File: src/rtl/mul_issue_ctrl.sv
// Issue/collect controller around the two-stage signed multiplier: accepts requests,
// tracks the single in-flight op and buffers selected product halves in a 2-entry FIFO.

module mul_top (
    input  logic        clk,
    input  logic        resetn,
    input  logic [31:0] src1,
    input  logic [31:0] src2,
    output logic [63:0] result
);
    logic signed [63:0] prod_s1;
    logic        [63:0] result_q;

    // Stage 1 multiplies combinationally; stage 2 registers the product.
    assign prod_s1 = 64'($signed(src1)) * 64'($signed(src2));

    always_ff @(posedge clk or negedge resetn) begin
        if (!resetn) result_q <= '0;
        else         result_q <= prod_s1;
    end

    assign result = result_q;
endmodule

module mul_issue_ctrl #(
    parameter int TAG_W = 5
) (
    input  logic             mul_clk,
    input  logic             resetn,
    input  logic             flush,
    input  logic             in_valid,
    output logic             in_ready,
    input  logic             in_op,
    input  logic [31:0]      in_src1,
    input  logic [31:0]      in_src2,
    input  logic [TAG_W-1:0] in_tag,
    output logic             out_valid,
    input  logic             out_ready,
    output logic [31:0]      out_data,
    output logic [TAG_W-1:0] out_tag
);
    logic             in_fire, out_fire, push;
    logic [31:0]      mul_a, mul_b;
    logic [63:0]      product;
    logic [31:0]      half_sel;

    logic             inflight_q;
    logic             fl_op_q;
    logic [TAG_W-1:0] fl_tag_q;
    logic [31:0]      data_q [2];
    logic [TAG_W-1:0] tag_q  [2];
    logic             wptr_q, rptr_q;
    logic [1:0]       cnt_q, cnt_d;
    logic [2:0]       occ_after;

    assign out_valid = (cnt_q != 2'd0);
    assign out_fire  = out_valid & out_ready;
    assign out_data  = data_q[rptr_q];
    assign out_tag   = tag_q[rptr_q];

    // Occupancy after this edge counting the in-flight op; at most 1 leaves room for a new accept.
    assign occ_after = {1'b0, cnt_q} + {2'b0, inflight_q} - {2'b0, out_fire};
    assign in_ready  = !flush && (occ_after <= 3'd1);
    assign in_fire   = in_valid & in_ready;

    assign mul_a = in_fire ? in_src1 : 32'd0;
    assign mul_b = in_fire ? in_src2 : 32'd0;

    mul_top u_mul (
        .clk    (mul_clk),
        .resetn (resetn),
        .src1   (mul_a),
        .src2   (mul_b),
        .result (product)
    );

    assign half_sel = fl_op_q ? product[63:32] : product[31:0];
    assign push     = inflight_q & !flush;

    always_comb begin
        cnt_d = cnt_q + {1'b0, push} - {1'b0, out_fire};
        if (flush) cnt_d = 2'd0;
    end

    always_ff @(posedge mul_clk or negedge resetn) begin
        if (!resetn) begin
            inflight_q <= 1'b0;
            fl_op_q    <= 1'b0;
            fl_tag_q   <= '0;
            wptr_q     <= 1'b0;
            rptr_q     <= 1'b0;
            cnt_q      <= 2'd0;
            for (int i = 0; i < 2; i++) begin
                data_q[i] <= '0;
                tag_q[i]  <= '0;
            end
        end else begin
            inflight_q <= in_fire;
            cnt_q      <= cnt_d;
            if (in_fire) begin
                fl_op_q  <= in_op;
                fl_tag_q <= in_tag;
            end
            if (flush) begin
                wptr_q <= 1'b0;
                rptr_q <= 1'b0;
            end else begin
                if (push) begin
                    data_q[wptr_q] <= half_sel;
                    tag_q[wptr_q]  <= fl_tag_q;
                    wptr_q         <= ~wptr_q;
                end
                if (out_fire) rptr_q <= ~rptr_q;
            end
        end
    end
endmodule

File: config.mk
export PLATFORM = sky130hd
export DESIGN_NAME = mul_issue_ctrl
export DESIGN_NICKNAME = d
export VERILOG_FILES = /design/src/rtl/mul_issue_ctrl.sv
export SDC_FILE = /design/constraint.sdc
export NUM_CORES = 2
export LEC_CHECK = 0
export CAP_MARGIN = 20
export CELL_PAD_IN_SITES_DETAIL_PLACEMENT = 0
export CELL_PAD_IN_SITES_GLOBAL_PLACEMENT = 1
export CORE_MARGIN = 4
export CORE_UTILIZATION = 52
export DETAILED_ROUTE_END_ITERATION = 8
export PLACE_DENSITY = 0.87
export SYNTH_ARGS = -nofsm -noshare
export SYNTH_HDL_FRONTEND = slang
export SYNTH_SLANG_ARGS = --single-unit
File: constraint.sdc
create_clock -name mul_clk -period 12.2 [get_ports mul_clk]
set_input_delay 1.83 -clock mul_clk [delete_from_list [all_inputs] [get_ports mul_clk]]
set_output_delay 1.83 -clock mul_clk [all_outputs]
set_load 0.02 [all_outputs]
**Word level (Yosys, flattened, before mapping)**

Index checks and enable logic that the tools add are counted.

- Word-level logic and storage cells: 55
- Flip-flop bits (word level): 149

- Bitwise gates (word level): 8
- Reductions and logical operators: 7
- Add/subtract/negate cells: 4
- Multipliers: 1
- Mux-type cells: 20
- $lt $le $gt $ge: 4

Operators by type and width:

| kind | number |
|---|---|
| 32-bit two-way mux | 7 |
| 64-bit bitwise mux | 1 |
| 32-bit by 32-bit multiplier with 64-bit output | 1 |
| 32-bit demux with 1-bit select | 1 |
| 5-bit two-way mux | 4 |
| 10-bit bitwise mux | 1 |
| 2-bit nonzero test | 3 |
| 5-bit demux with 1-bit select | 1 |
| 2-bit >= comparator (second input constant) | 2 |
| 1-bit two-way mux | 4 |
| 1-bit NOT with 2-bit output | 2 |
| 2-bit by 1-bit adder with 3-bit output | 1 |
| 1-bit bitwise AND | 3 |
| 3-bit by 1-bit less-or-equal comparator with 1-bit output (second input constant) | 1 |
| 1-bit NOT | 3 |
| 3-bit by 1-bit subtractor with 3-bit output | 1 |
| 2-bit by 1-bit adder with 2-bit output | 1 |
| 1-bit logical AND | 2 |
| 2-bit by 1-bit less-than comparator with 1-bit output (second input constant) | 1 |
| 2-bit two-way mux | 1 |
| 2-bit AND reduction | 1 |
| 2-bit by 1-bit subtractor with 2-bit output | 1 |
| 1-bit zero test | 1 |

**Longest topological paths before layout**

- Word-level depth: 8
- Gate-level depth with buffers: 42

**Hierarchy**

Synthesis repeated with hierarchy kept, for this count alone.

- Cells, all modules: 4344
- Area total of the unflattened synthesis: 42106.6 sq um

Modules (own cells, without submodules):

| module | times used | seq. area each (sq um) | area an instance (sq um) | cells an instance |
|---|---|---|---|---|
| mul_top | 1 | 1601.5 | 37760.0 | 3928 |
| mul_issue_ctrl | 1 | 2127.0 | 4346.7 | 416 |

**Worst setup path after synthesis**

Ideal clock, no wire load.

- Kind: input-to-reg
- Start point: input out_ready
- End point: register u_mul.result_q[53], in the netlist u_mul.result[53]
- Library setup time: 0.079 ns
- Stages on the path: 34
- Buffers on the path: 4
- Arrival: 11.053 ns
- Slack: 1.067 ns
- Path through: and2_1 > ha_1 > inv_1 > ha_1 > fa_1 > xnor2_1 > nor3_1 > clkbuf_1 > clkbuf_1 > and3_1 > clkbuf_1 > clkbuf_1 > nand2_1 > inv_1 > fa_1 > inv_1 > fa_1 > fa_1 > inv_1 > fa_1 > inv_1 > fa_1 > inv_1 > fa_1 > fa_1 > fa_1 > ha_1 > inv_1 > or3_1 > or3_1 > o21ai_0 > inv_1 > o21ai_0 > xor2_1

- Word-level cells in the longest chain between the ends: 7
- Elaborated cells on any way between the ends: 8
- Classes of those cells: add/sub: 1; mul: 1; order compare: 1; mux: 2; bitwise: 2; reduce/logical: 1

RTL lines:

| what | RTL line | text |
|---|---|---|
| start, declared | 38 | `input logic out_ready,` |
| 1-bit bitwise AND * | 57 | `assign out_fire = out_valid & out_ready;` |
| 3-bit by 1-bit subtractor with 3-bit output * | 62 | `assign occ_after = {1'b0, cnt_q} + {2'b0, inflight_q} - {2'b0, out_fire};` |
| 3-bit by 1-bit less-or-equal comparator with 1-bit output * | 63 | `assign in_ready = !flush && (occ_after <= 3'd1);` |
| 1-bit logical AND * | 63 |  |
| 1-bit bitwise AND * | 64 | `assign in_fire = in_valid & in_ready;` |
| 32-bit two-way mux, on equally long branches | 66, 67 |  |
| 32-bit by 32-bit multiplier with 64-bit output * | 15 | `assign prod_s1 = 64'($signed(src1)) * 64'($signed(src2));` |
| via u_mul.prod_s1[53] | 11 | `logic signed [63:0] prod_s1;` |
| end signal, assigned | 19 | `else result_q <= prod_s1;` |
| end, declared | 12 | `logic [63:0] result_q;` |

Mark *: on every way through the listed nets, which the timed path passes. The rest lies on a longest branch.
A chain may end at the register's enable or synchronous reset.

**Final worst setup path**

- Start point: input out_ready
- End point: register u_mul.result_q[41], in the netlist u_mul.result[41]

The elaborated chain is that of the path after synthesis.

==> summary.md <==
| Metric | Value |
|---|---|
| Max_cap viols | `0` |
| Die Area | `0.0859 mm2` |
| RSZ-0062 raised after global routing | `false` |
| Chip Height | `293 um` |
| Dpl cells | `5406` |
| Layout cell share with drive strength beyond 1 | `5.73%` |
| Buf/Inv on CP | `6` |
| DR iter-0 viols | `2425` |
| Clock buffer depth | `2` |
| Metal-1 WL | `44800 um` |
| Worst-Skew Late Latency | `420 ps` |
| Core Rows | `104` |
| Largest net degree at the start of global routing | `89` |
| Fmax | `87.4 MHz` |
| Syn Area/Cell | `9.64 um2` |
| Setup CP Type | `in -> reg` |
| Synth Cell Area | `0.0423 mm2` |
| Main flop type after synthesis | `dfrtp_1` |
| Root Buffer | `clkbuf_16` |
| Non-filler instance count after layout | `5442` |
| Hold Crit Class | `reg -> reg` |
| TritonCTS buffer count | `17` |
| CTS clock-pin slew for the worst setup and hold paths | `60 ps` |
| Multi-input logic area | `0.0338 mm2` |
| Top post-synthesis cells by area | `fa_1 (51%), dfrtp_1 (8.8%), inv_1 (8.6%), ha_1 (5.6%), nand2_1 (4.6%)` |
| Most used cell along the critical path | `fa_1` |
| Status | `complete, no violations` |
| Post-route ant nets | `0` |
| GRT Total Usage | `28.6%` |
| Critical path required time | `12490 ps` |
| Global route overflow | `0` |
| PortBufs | `113` |
| EDFF count, synth | `0` |
| FF/Latch Area | `0.00373 mm2` |
| Final worst-path cycle share | `93.8%` |
| Worst Path Arrival | `11730 ps` |
| Die X | `293 um` |
| Nets | `5712` |
| Routed wl met3 | `9050 um` |
| Fillers | `7040` |
| Seq/Total Area, Yosys | `8.82%` |
| Routed vias/inst | `5.65` |
| First-pass GRT wire length | `189000 um` |
| Setup TNS | `0 ps` |
| Routed len/inst | `21.9 um` |
| CP Max Fanout | `23` |
| Routability congestion estimate | `0.937` |
| CTS H-Tree Depth | `4` |
| CTS resizes | `0` |
| Drt drc | `0` |
| Core ar. | `0.0805 mm2` |
| Hold-fix buffers, CTS | `0` |
| Vias in the first global route | `33100` |
| Synth-to-Final Area Change | `7.15%` |
| CTS tree | `done` |
| Drt first pass iters | `6` |
| Final setup viols | `0` |
| Slowest stage delay, CP | `620 ps` |
| Synth warn | `0` |
| Clock skew | `8.99 ps` |
| DR top layer | `met5` |
| Final Hold Fails | `0` |
| Worst-Margin Slew | `1060 ps` |
| Starting density of the core | `52.5%` |
| Area leader, netlist | `fa_1` |
| Flip-flop and latch count after synthesis | `149` |
| Io pins | `114` |
| Syn nets | `5732` |
| Share of the synthesized area in the top cell type | `51.3%` |
| Crit start category | `input pin` |
| Synth Instances | `4386` |
| Num Clock Sinks | `149` |
| Postcts setup bufs | `0` |
| Vias | `30800` |
| CP endpoint kind | `flip-flop` |
| Met2 WL post-DR | `58500 um` |
| Drt total wl | `119000 um` |
| Post-detail-place hpwl | `98000 um` |
| CP max-delay cell | `and3_1` |
| Tmin final | `11440 ps` |
| Yosys cell types | `71` |
| Initial antenna violation count | `6` |
| Worst path top cell family by delay | `adder cells` |
| Slew HR | `29.1%` |
| Share of flip-flops with an asynchronous set or reset | `100%` |
| Max Slew Vio Count | `0` |
[per-layer routing]
layer / vias up / GRT usage (%)
met4: 2 / 13.3
met2: 1378 / 47.6
met5: - / 0
met3: 370 / 4.13
met1: 16100 / 37.3
li1: 12900 / -
[worst paths after layout]
check,startpoint,to,slack [ps],cells past startpoint
max in group asynchronous,resetn,fl_op_q$_DFFE_PN0N_,9380,2
max,out_ready,u_mul.result[41]$_DFF_PN0_,760,31
min in group asynchronous,resetn,data_q[7]$_DFFE_PN0P_,1450,1
max reg2reg,cnt_q[1]$_DFF_PN0_,u_mul.result[41]$_DFF_PN0_,1940,32
min,data_q[0]$_DFFE_PN0P_,data_q[0]$_DFFE_PN0P_,480,2
min reg2reg,data_q[0]$_DFFE_PN0P_,data_q[0]$_DFFE_PN0P_,480,2
[cells in the mapped netlist, types with 3 or more instances]
cell,number
fa_1,1083
nand2_1,521
clkbuf_1,260
o21ai_0,61
xnor2_1,45
nand4_1,14
inv_1,970
xor2_1,26
and2_1,290
o21a_1,7
mux2_2,53
a311oi_1,3
buf_1,8
o21bai_1,13
a31o_2,4
a21o_1,38
buf_2,9
or2_2,8
nor3_1,7
nor2_1,93
o21ai_1,3
and3_1,280
dfrtp_1,149
mux2i_1,34
o31ai_1,3
o211ai_1,4
nand3_1,46
ha_1,188
buf_4,3
nor2b_1,7
a211oi_1,8
a21oi_1,93
nand2b_1,5
[layout make-up]
class / count / area share [%]
multi-input cells: 2986 / 74.7
diodes: 4 / 0.0221
well taps: 1060 / 2.93
repair buffers: 242 / 4.74
flip-flops and latches: 149 / 8.23
clock inverters: 12 / 0.337
inverters: 970 / 8.04
clock buffers: 19 / 1.00
[worst register-to-register path: cells and delay by family (launching register included)]
family / cells / cell delay, ps
AND/OR/NAND/NOR: 8 / 1980
adder cells (fa/ha/maj): 12 / 5400
AO/OA/AOI/OAI: 6 / 1470
flip-flops: 1 / 390
buffers and inverters: 6 / 880
[cells by family after synthesis]
group                      Yosys count  share of synthesized area (%)
DFF                                149                           8.82
and+or+nand+nor                   1289                           15.4
adders and majority gates         1271                           56.8
xor gates and xnor gates            71                           1.47
buffers and inverters             1251                           11.2
muxes                               87                           2.22
AOI/OAI and AO/OA                  268                           4.10
[cell usage in the layout (no fill, tap or decap), drive strengths merged, types with 4 or more instances in the layout]
| cell | Yosys | layout |
|---|---|---|
| clkdlybuf4s50 | 0 | 108 |
| fa | 1083 | 1083 |
| a21oi | 94 | 94 |
| buf | 21 | 134 |
| nand3 | 46 | 46 |
| diode | 0 | 4 |
| mux2i | 34 | 34 |
| ha | 188 | 188 |
| and3 | 281 | 281 |
| o21ai | 65 | 65 |
| nand4 | 14 | 14 |
| o21a | 7 | 7 |
| nor3 | 8 | 8 |
| xor2 | 26 | 26 |
| or2 | 10 | 10 |
| nand2 | 521 | 521 |
| o21bai | 13 | 13 |
| inv | 970 | 971 |
| a311oi | 4 | 4 |
| nor2b | 7 | 7 |
| o211ai | 4 | 4 |
| clkbuf | 260 | 19 |
| mux2 | 53 | 53 |
| a21o | 38 | 38 |
| o31ai | 4 | 4 |
| nor2 | 94 | 94 |
| dfrtp | 149 | 149 |
| a31o | 4 | 4 |
| nand2b | 5 | 5 |
| and2 | 290 | 290 |
| xnor2 | 45 | 45 |
| clkinv | 0 | 7 |
| a211oi | 8 | 8 |
[registers in the layout, summed over array words and instances (netlist names)]
register,count
data_q,64
u_mul.result,64
tag_q,10
fl_tag_q,5
cnt_q,2
fl_op_q,1
inflight_q,1
rptr_q,1
wptr_q,1
[stage by stage]
step           worst slack [ps]  instance area, um2  util (%)  hold WS (ps)
5_1_grt                     484               45300      56.2           501
4_1_cts                     851               45300      56.2           480
6_report                    762               45300      56.2           476
2_1_floorplan              1070               42300         -           444
3_3_place_gp                555               44600      55.4           455
3_5_place_dp                458               44700      55.4           465
Power is left out: the tool's default activity adds up to more than one toggle a clock period on the data nets, which glitch-free logic cannot reach.
